===== config.mk =====
export PLATFORM = sky130hd
export DESIGN_NAME = prog_clock_divider
export DESIGN_NICKNAME = d
export VERILOG_FILES = /design/src/rtl/prog_clock_divider.sv
export SDC_FILE = /design/constraint.sdc
export NUM_CORES = 1
export LEC_CHECK = 0
export CORE_ASPECT_RATIO = 1.25
export CORE_UTILIZATION = 25
export DETAILED_ROUTE_END_ITERATION = 16
export GPL_TIMING_DRIVEN = 0
export PLACE_DENSITY = 0.44
export SYNTH_ARGS = -nofsm -noshare
export SYNTH_HDL_FRONTEND = slang
export SYNTH_SLANG_ARGS = --single-unit

===== constraint.sdc =====
create_clock -name clk_i -period 13.92 [get_ports clk_i]
set_clock_uncertainty 0.15 [all_clocks]
set_input_delay 1.392 -clock clk_i [delete_from_list [all_inputs] [get_ports clk_i]]
set_output_delay 1.392 -clock clk_i [all_outputs]
set_load 0.01 [all_outputs]

===== src/rtl/prog_clock_divider.sv =====
// Programmable integer clock divider: near-50% duty square wave plus a last-cycle tick.
// New ratios arrive over a valid/ready handshake and only take effect at a period boundary.
module prog_clock_divider #(
    parameter int WIDTH = 8
) (
    input  logic             clk_i,
    input  logic             rst_ni,
    input  logic             enable_i,
    input  logic [WIDTH-1:0] div_ratio_i,
    input  logic             ratio_valid_i,
    output logic             ratio_ready_o,
    output logic             clk_out_o,
    output logic             tick_o,
    output logic             running_o
);

    typedef enum logic {
        S_IDLE = 1'b0,
        S_RUN  = 1'b1
    } state_e;

    localparam logic [WIDTH-1:0] RATIO_MIN = WIDTH'(2);

    state_e           state_q, state_d;
    logic [WIDTH-1:0] count_q, count_d;
    logic [WIDTH-1:0] n_act_q, n_act_d;
    logic [WIDTH-1:0] n_pend_q, n_pend_d;
    logic             pend_q, pend_d;
    logic             clk_out_q, clk_out_d;
    logic             tick_q, tick_d;

    logic             accept;
    logic             wrap;
    logic [WIDTH-1:0] ratio_san;
    logic [WIDTH:0]   h_next;

    assign accept    = ratio_valid_i & ~pend_q;
    assign ratio_san = (div_ratio_i < RATIO_MIN) ? RATIO_MIN : div_ratio_i;
    assign wrap      = (count_q == (n_act_q - WIDTH'(1)));

    always_ff @(posedge clk_i or negedge rst_ni) begin
        if (!rst_ni) begin
            state_q   <= S_IDLE;
            count_q   <= '0;
            n_act_q   <= RATIO_MIN;
            n_pend_q  <= RATIO_MIN;
            pend_q    <= 1'b0;
            clk_out_q <= 1'b0;
            tick_q    <= 1'b0;
        end else begin
            state_q   <= state_d;
            count_q   <= count_d;
            n_act_q   <= n_act_d;
            n_pend_q  <= n_pend_d;
            pend_q    <= pend_d;
            clk_out_q <= clk_out_d;
            tick_q    <= tick_d;
        end
    end

    always_comb begin
        state_d   = state_q;
        count_d   = count_q;
        n_act_d   = n_act_q;
        n_pend_d  = n_pend_q;
        pend_d    = pend_q;
        clk_out_d = 1'b0;
        tick_d    = 1'b0;

        // A held ratio moves to active on any IDLE edge, or at a wrap while running.
        if (pend_q && ((state_q == S_IDLE) || (enable_i && wrap))) begin
            n_act_d = n_pend_q;
            pend_d  = 1'b0;
        end
        if (accept) begin
            pend_d   = 1'b1;
            n_pend_d = ratio_san;
        end

        h_next = ({1'b0, n_act_d} + (WIDTH+1)'(1)) >> 1;

        case (state_q)
            S_IDLE: begin
                count_d = '0;
                if (enable_i) begin
                    state_d   = S_RUN;
                    clk_out_d = 1'b1;
                end
            end
            S_RUN: begin
                if (enable_i) begin
                    count_d   = wrap ? '0 : (count_q + WIDTH'(1));
                    clk_out_d = ({1'b0, count_d} < h_next);
                    tick_d    = (count_d == (n_act_d - WIDTH'(1)));
                end else begin
                    state_d = S_IDLE;
                    count_d = '0;
                end
            end
            default: begin
                state_d = S_IDLE;
                count_d = '0;
            end
        endcase
    end

    always_comb begin
        ratio_ready_o = ~pend_q;
        clk_out_o     = clk_out_q;
        tick_o        = tick_q;
        running_o     = (state_q == S_RUN);
    end

endmodule

Word-level counts from Yosys, hierarchy flattened. Cells that the tools add are included. Widths: inputs -> output; s select.

$add $sub $neg: 4. Magnitude comparators: 2. Eq/ne operators: 2. Mux-type cells: 12. Bitwise logic cells: 3. Reduce and logical (&&, ||, !) cells: 4.

Operators with widths (number): $mux 8 (4); $eq 8x8->1 (2); $pmux 8 s2 (1); $sub 8x1->8 const B (2); $add 8x1->9 const B (1); $add 8x1->8 const B (1); $lt 8x2->1 const B (1); $lt 8x8->1 (1); $mux 1 (6); $logic_and 1x1->1 (2); $not 1->1 (2); $pmux 1 s2 (1); $reduce_bool 2->1 (1); $and 1x1->1 (1); $logic_or 1x1->1 (1).

Register bits after elaboration: 28. Input port bits: 12. Output and inout port bits: 4. Word-level logic and storage cells: 34.

Logic depth before layout (Yosys ltp). Gate-level depths: netlist (run 1).

Depth in word-level cells: 10. Mapped depth: 22. Gate-level depth less buffers: 20.

Least setup slack after synthesis (run 1). OpenSTA, ideal clock, no wires.

Path type: input-to-reg. From: input port enable_i. To: register clk_out_q, in the netlist clk_out_o. Library setup time: 0.082 ns. Arrival time: 4.410 ns. Required time: 13.688 ns. Slack: 9.278 ns. Stages: 18. Buffers on the path: 2. Cell sequence: clkbuf_1 nand4b_1 o41ai_1 o211a_1 nor2_2 buf_2 o21ai_0 ha_1 nor3b_2 nand2_1 xor2_1 ha_1 a21o_1 a21oi_1 nor2b_1 o21ai_0 nand3_1 a31oi_1.

Word-level cells in the longest chain between the ends: 8. Elaborated cells between the ends (all ways): 9. Classes of those cells: add/sub: 1; order compare: 1; mux: 4; reduce/logical: 3.

Ends and longest elaborated chain: start: declaration (RTL line 8) `input logic enable_i,`; $logic_and 1x1->1 (RTL line 71) `if (pend_q && ((state_q == S_IDLE) || (enable_i && wrap))) begin`; $logic_or 1x1->1 (RTL line 71); $logic_and 1x1->1 (RTL line 71); $mux 8 (RTL line 71); $add 8x1->9 (RTL line 80) `h_next = ({1'b0, n_act_d} + (WIDTH+1)'(1)) >> 1;`; $lt 8x8->1 (RTL line 93) `clk_out_d = ({1'b0, count_d} < h_next);`; $mux 1 (RTL line 91) `if (enable_i) begin`; $pmux 1 s2 * (RTL line 82) `case (state_q)`; named net clk_out_d (RTL line 29) `logic clk_out_q, clk_out_d;`; end signal: assignment (RTL line 56) `clk_out_q <= clk_out_d;`; end: declaration (RTL line 29).

The timed path passes the listed nets; every way through them passes the cells marked *. A chain may end at the register's enable or synchronous reset.

Worst setup path after layout (run 1). Ends and elaborated chain as after synthesis.

==> results of run 1 <==
## area by class of cell
cell class	instances	area, sq um
inverter	10	37.5
buffer	17	87.6
clock buffer	4	88.8
tap	123	154
timing repair buffer	15	145
multi-input combinational	227	1600
sequential	28	703
fill	1018	6450
## per-stage QoR
step | hold slack (ns) | power (uW) | setup slack, ns | area [sq um]
final | 0.349 | 401 | 8.19 | 2820
after global routing | 0.392 | 435 | 7.66 | 2820
after CTS | 0.355 | 405 | 8.15 | 2820
after detailed placement | 0.337 | 328 | 7.88 | 2730
after global placement | 0.335 | 328 | 7.74 | 2730
after floorplan | 0.322 | 273 | 9.28 | 2430
## flip-flops by register name (all words and copies together) (netlist names)
signal	count
pend_q	1
clk_out_o	1
n_act_q	8
running_o	1
count_q	8
tick_o	1
n_pend_q	8
## worst min path at each step
stage | from | end | cells past startpoint
after global placement | n_pend_q[6] | n_pend_q[6] | 1
final | n_pend_q[6] | n_pend_q[6] | 1
after floorplan | n_pend_q[6] | n_pend_q[6] | 1
after detailed placement | n_pend_q[6] | n_pend_q[6] | 1
after global routing | n_pend_q[6] | n_pend_q[6] | 1
after CTS | n_pend_q[6] | n_pend_q[6] | 1
## worst register-to-register path, stage by stage (launching register included)
cell and delay (ns):
dfrtp_1 0.36, clkbuf_1 0.22, inv_1 0.14, ha_1 0.20
or3b_4 0.41, or4_4 0.51, a211oi_4 0.39, o211a_1 0.38
nor2_2 0.07, buf_2 0.20, o21ai_0 0.18, ha_1 0.20
nor3b_2 0.42, nand2_1 0.13, xor2_1 0.16, ha_1 0.29
a21o_1 0.18, a21oi_1 0.13, nor2b_1 0.05, o21ai_0 0.15
nand3_1 0.09, a31oi_1 0.16
## layer usage
| layer | global-route usage, % | part of all wire, % | routed length, microns | vias to the layer above |
|---|---|---|---|---|
| li1 | - | - | - | 1074 |
| met1 | 17.4 | 42 | 3010 | 1075 |
| met2 | 28.2 | 53 | 3820 | 48 |
| met3 | 1.22 | 2.6 | 185 | 10 |
| met5 | 0 | 0 | 0 | - |
| met4 | 6.56 | 2.6 | 186 | 0 |
## power groups by stage
stage,combinational [uW],sequential (uW),clock [uW]
5_1_grt,233,123,78.8
4_1_cts,209,119,77.1
3_3_place_gp,208,121,0
3_5_place_dp,207,121,0
6_report,208,119,74.1
2_1_floorplan,160,114,0
## cells in the mapped netlist, types with 3 or more instances
cell type | n | area share [%]
a211oi_1 | 4 | 1.2
a21o_1 | 3 | 0.93
a21oi_1 | 10 | 2.1
and3_1 | 7 | 1.8
buf_6 | 3 | 1.4
clkbuf_1 | 13 | 2.0
dfrtp_1 | 26 | 27
ha_1 | 10 | 5.2
inv_1 | 10 | 1.5
mux2_2 | 6 | 2.8
nand2_1 | 27 | 4.2
nand2b_1 | 5 | 1.3
nand3_1 | 9 | 1.9
nand4_1 | 4 | 1.0
nor2_1 | 27 | 4.2
nor2b_1 | 5 | 1.3
nor3_1 | 6 | 1.2
nor3b_1 | 3 | 0.93
nor4_1 | 4 | 1.0
o211ai_1 | 3 | 0.93
o21ai_0 | 10 | 2.1
o21ai_1 | 4 | 0.82
xnor2_1 | 12 | 4.3
xor2_1 | 10 | 3.6
## cell families (layout without fill, tap and decap cells)
logic type / Yosys count / after routing / synth area share [%]
AND/OR/NAND/NOR: 118 / 118 / 26.3
multiplexers: 10 / 10 / 4.84
AO/OA/AOI/OAI: 67 / 67 / 21.6
flip-flops: 28 / 28 / 29.0
adder cells (fa/ha/maj): 10 / 10 / 5.15
XOR/XNOR: 22 / 22 / 7.93
buffers and inverters: 27 / 46 / 5.15
==> impl_metrics.py, run 1 <==
metrics = {
    "run_status": {
        "status": "finished, final reports clean",
    },
    "sta": {
        "slew_headroom_pct": 46.1,
        "fmax_mhz": 174,
        "fin_crit_sh_pct": 41.2,
        "final_max_slew_viol_count": 0,
        "max_slew.worst_pin.slew_ns": 0.802,
        "rsz0062_at_grt": "no",
        "setup_viol": 0,
        "layout_min_cycle_time_ns": 5.73,
        "tns_ns": 0,
        "hold_violations": 0,
    },
    "power": {
        "switchingPower_uw": 173,
        "seq_power_share_pct": 29.7,
        "pwr-share-clk_pct": 18.5,
        "pwr_density_cell_mw_per_mm2": 142,
        "peakVddDrop_uv": 66.6,
        "leakagePower_uw": 0.00112,
        "power.internal_uw": 228,
        "p_comb_share_pct": 51.8,
        "sw_frac_of_total_pct": 43.1,
    },
    "worst_setup_path": {
        "r2r_cells": 21,
        "crit_family": "compound AO/OA/AOI/OAI gates",
        "critical_path_class": "primary input to flop",
        "path_buf_inv": 3,
        "arrival_ns": 5.77,
        "cp_slowest_cell": "clkdlybuf4s50_1",
        "slowest_delay_ns": 0.50,
        "crit_required_ns": 13.96,
        "startpoint": "enable_i",
        "critical_path.cell_chain": "clkdlybuf4s50_1 > clkbuf_1 > nand4b_1 > o41ai_1 > o211a_1 > nor2_2 > buf_2 > o21ai_0 > ha_1 > nor3b_2 > nand2_1 > xor2_1 > ha_1 > a21o_1 > a21oi_1 > nor2b_1 > o21ai_0 > nand3_1 > a31oi_1",
        "crit_fanout": 10,
        "r2r_setup_slack_ns": 8.68,
        "critical_path.endpoint_type": "flop",
        "reg2reg_to": "clk_out_o",
        "reg2reg_from": "n_act_q[0]",
        "critical_path.endpoint": "clk_out_o",
        "start_kind": "primary input",
        "worst-path-stages": 19,
    },
    "floorplanning": {
        "dieHeight_microns": 112,
        "core_sq_mm": 0.00927,
        "start_util_pct": 26.2,
        "rows": 39,
        "dieArea_sq_mm": 0.0101,
        "die-width_microns": 90.2,
        "io_pins": 16,
    },
    "clocking": {
        "worstSkewPairLatency_ns": 0.27,
        "cts.sinks": 28,
        "post-cts-setup-buffers": 0,
        "cts.path.max_buffers": 2,
        "hold_buffers": 0,
        "cts-htree-levels": 1,
        "cts.clk_slew.worst_paths_ns": 0.07,
        "cts_buffers": 3,
        "post_cts_resized": 0,
        "root_buffer": "clkbuf_16",
        "cts_tree": "done",
    },
    "placement": {
        "dpl.hpwl_mm": 5.70,
        "placedCellCount": 420,
        "place.gp.congestion": 0.910,
        "io_buffers": 15,
    },
    "routing": {
        "drt-wirelength-per-cell_microns": 17.0,
        "vias_per_cell": 5.21,
        "drtAntennaViolNets": 0,
        "vias": 2207,
        "drt-initial-drc-count": 152,
        "drc": 0,
        "firstDrtPassIters": 4,
        "wirelength_mm": 7.20,
    },
    "synth": {
        "synth_edf_count": 0,
        "synth_area_sq_mm": 0.00243,
        "synthesis.nets": 304,
        "yosysSeqAreaShare_pct": 29.0,
        "ys_ff_latch": 28,
        "postSynth.asyncResetShare_pct": 100,
        "netlist_instances": 282,
        "yosysWarnings": 0,
        "synth_top_flop_cell": "dfrtp_1",
        "synth.avg_cell_area_sq_um": 8.61,
        "yosysUniqueCellTypes": 69,
    },
    "global_route": {
        "grt_max_degree": 29,
        "grt_overflow": 0,
        "grt_pass1_wl_mm": 12.0,
        "antenna_found_initial": 0,
        "grt.total_usage_pct": 15.1,
        "grt_pass1_vias": 2273,
    },
    "final_layout": {
        "instances_no_fill": 424,
        "fin_util_pct": 30.4,
        "layout_common_cells": "27 x nand2_1, 27 x nor2_1, 26 x dfrtp_1",
        "drive_above_1_share_pct": 12.0,
        "nNetsFinal": 324,
        "syn_to_final_growth_pct": 16.0,
        "diodes": 0,
    },
    "job": {
        "max_cap_violations": 0,
    },
    "hold_path": {
        "hp-class": "flop to flop",
    },
}
Note: power is estimated with default switching activity, not from simulation.
==> run 2: changes to the inputs <==
- clock period: 13.92 -> 5.94 ns (I/O delays scaled with it)
==> results of run 2 <==
The final DEF is identical to that of run 1. Status: finished, final reports clean.
Main changes from that run: setup slack after placement 7.88 ns -> 0.703 ns; clock-pin slew on the worst setup and hold paths 0.07 ns -> 0.08 ns; setup slack after layout 8.19 ns -> 0.699 ns; hold slack 0.349 ns -> 0.190 ns; start point of the critical path enable_i -> n_act_q[0]; register-to-register setup slack 8.68 ns -> 0.70 ns; total power 401 uW -> 939 uW; worst IR drop on VDD 66.6 uV -> 156 uV
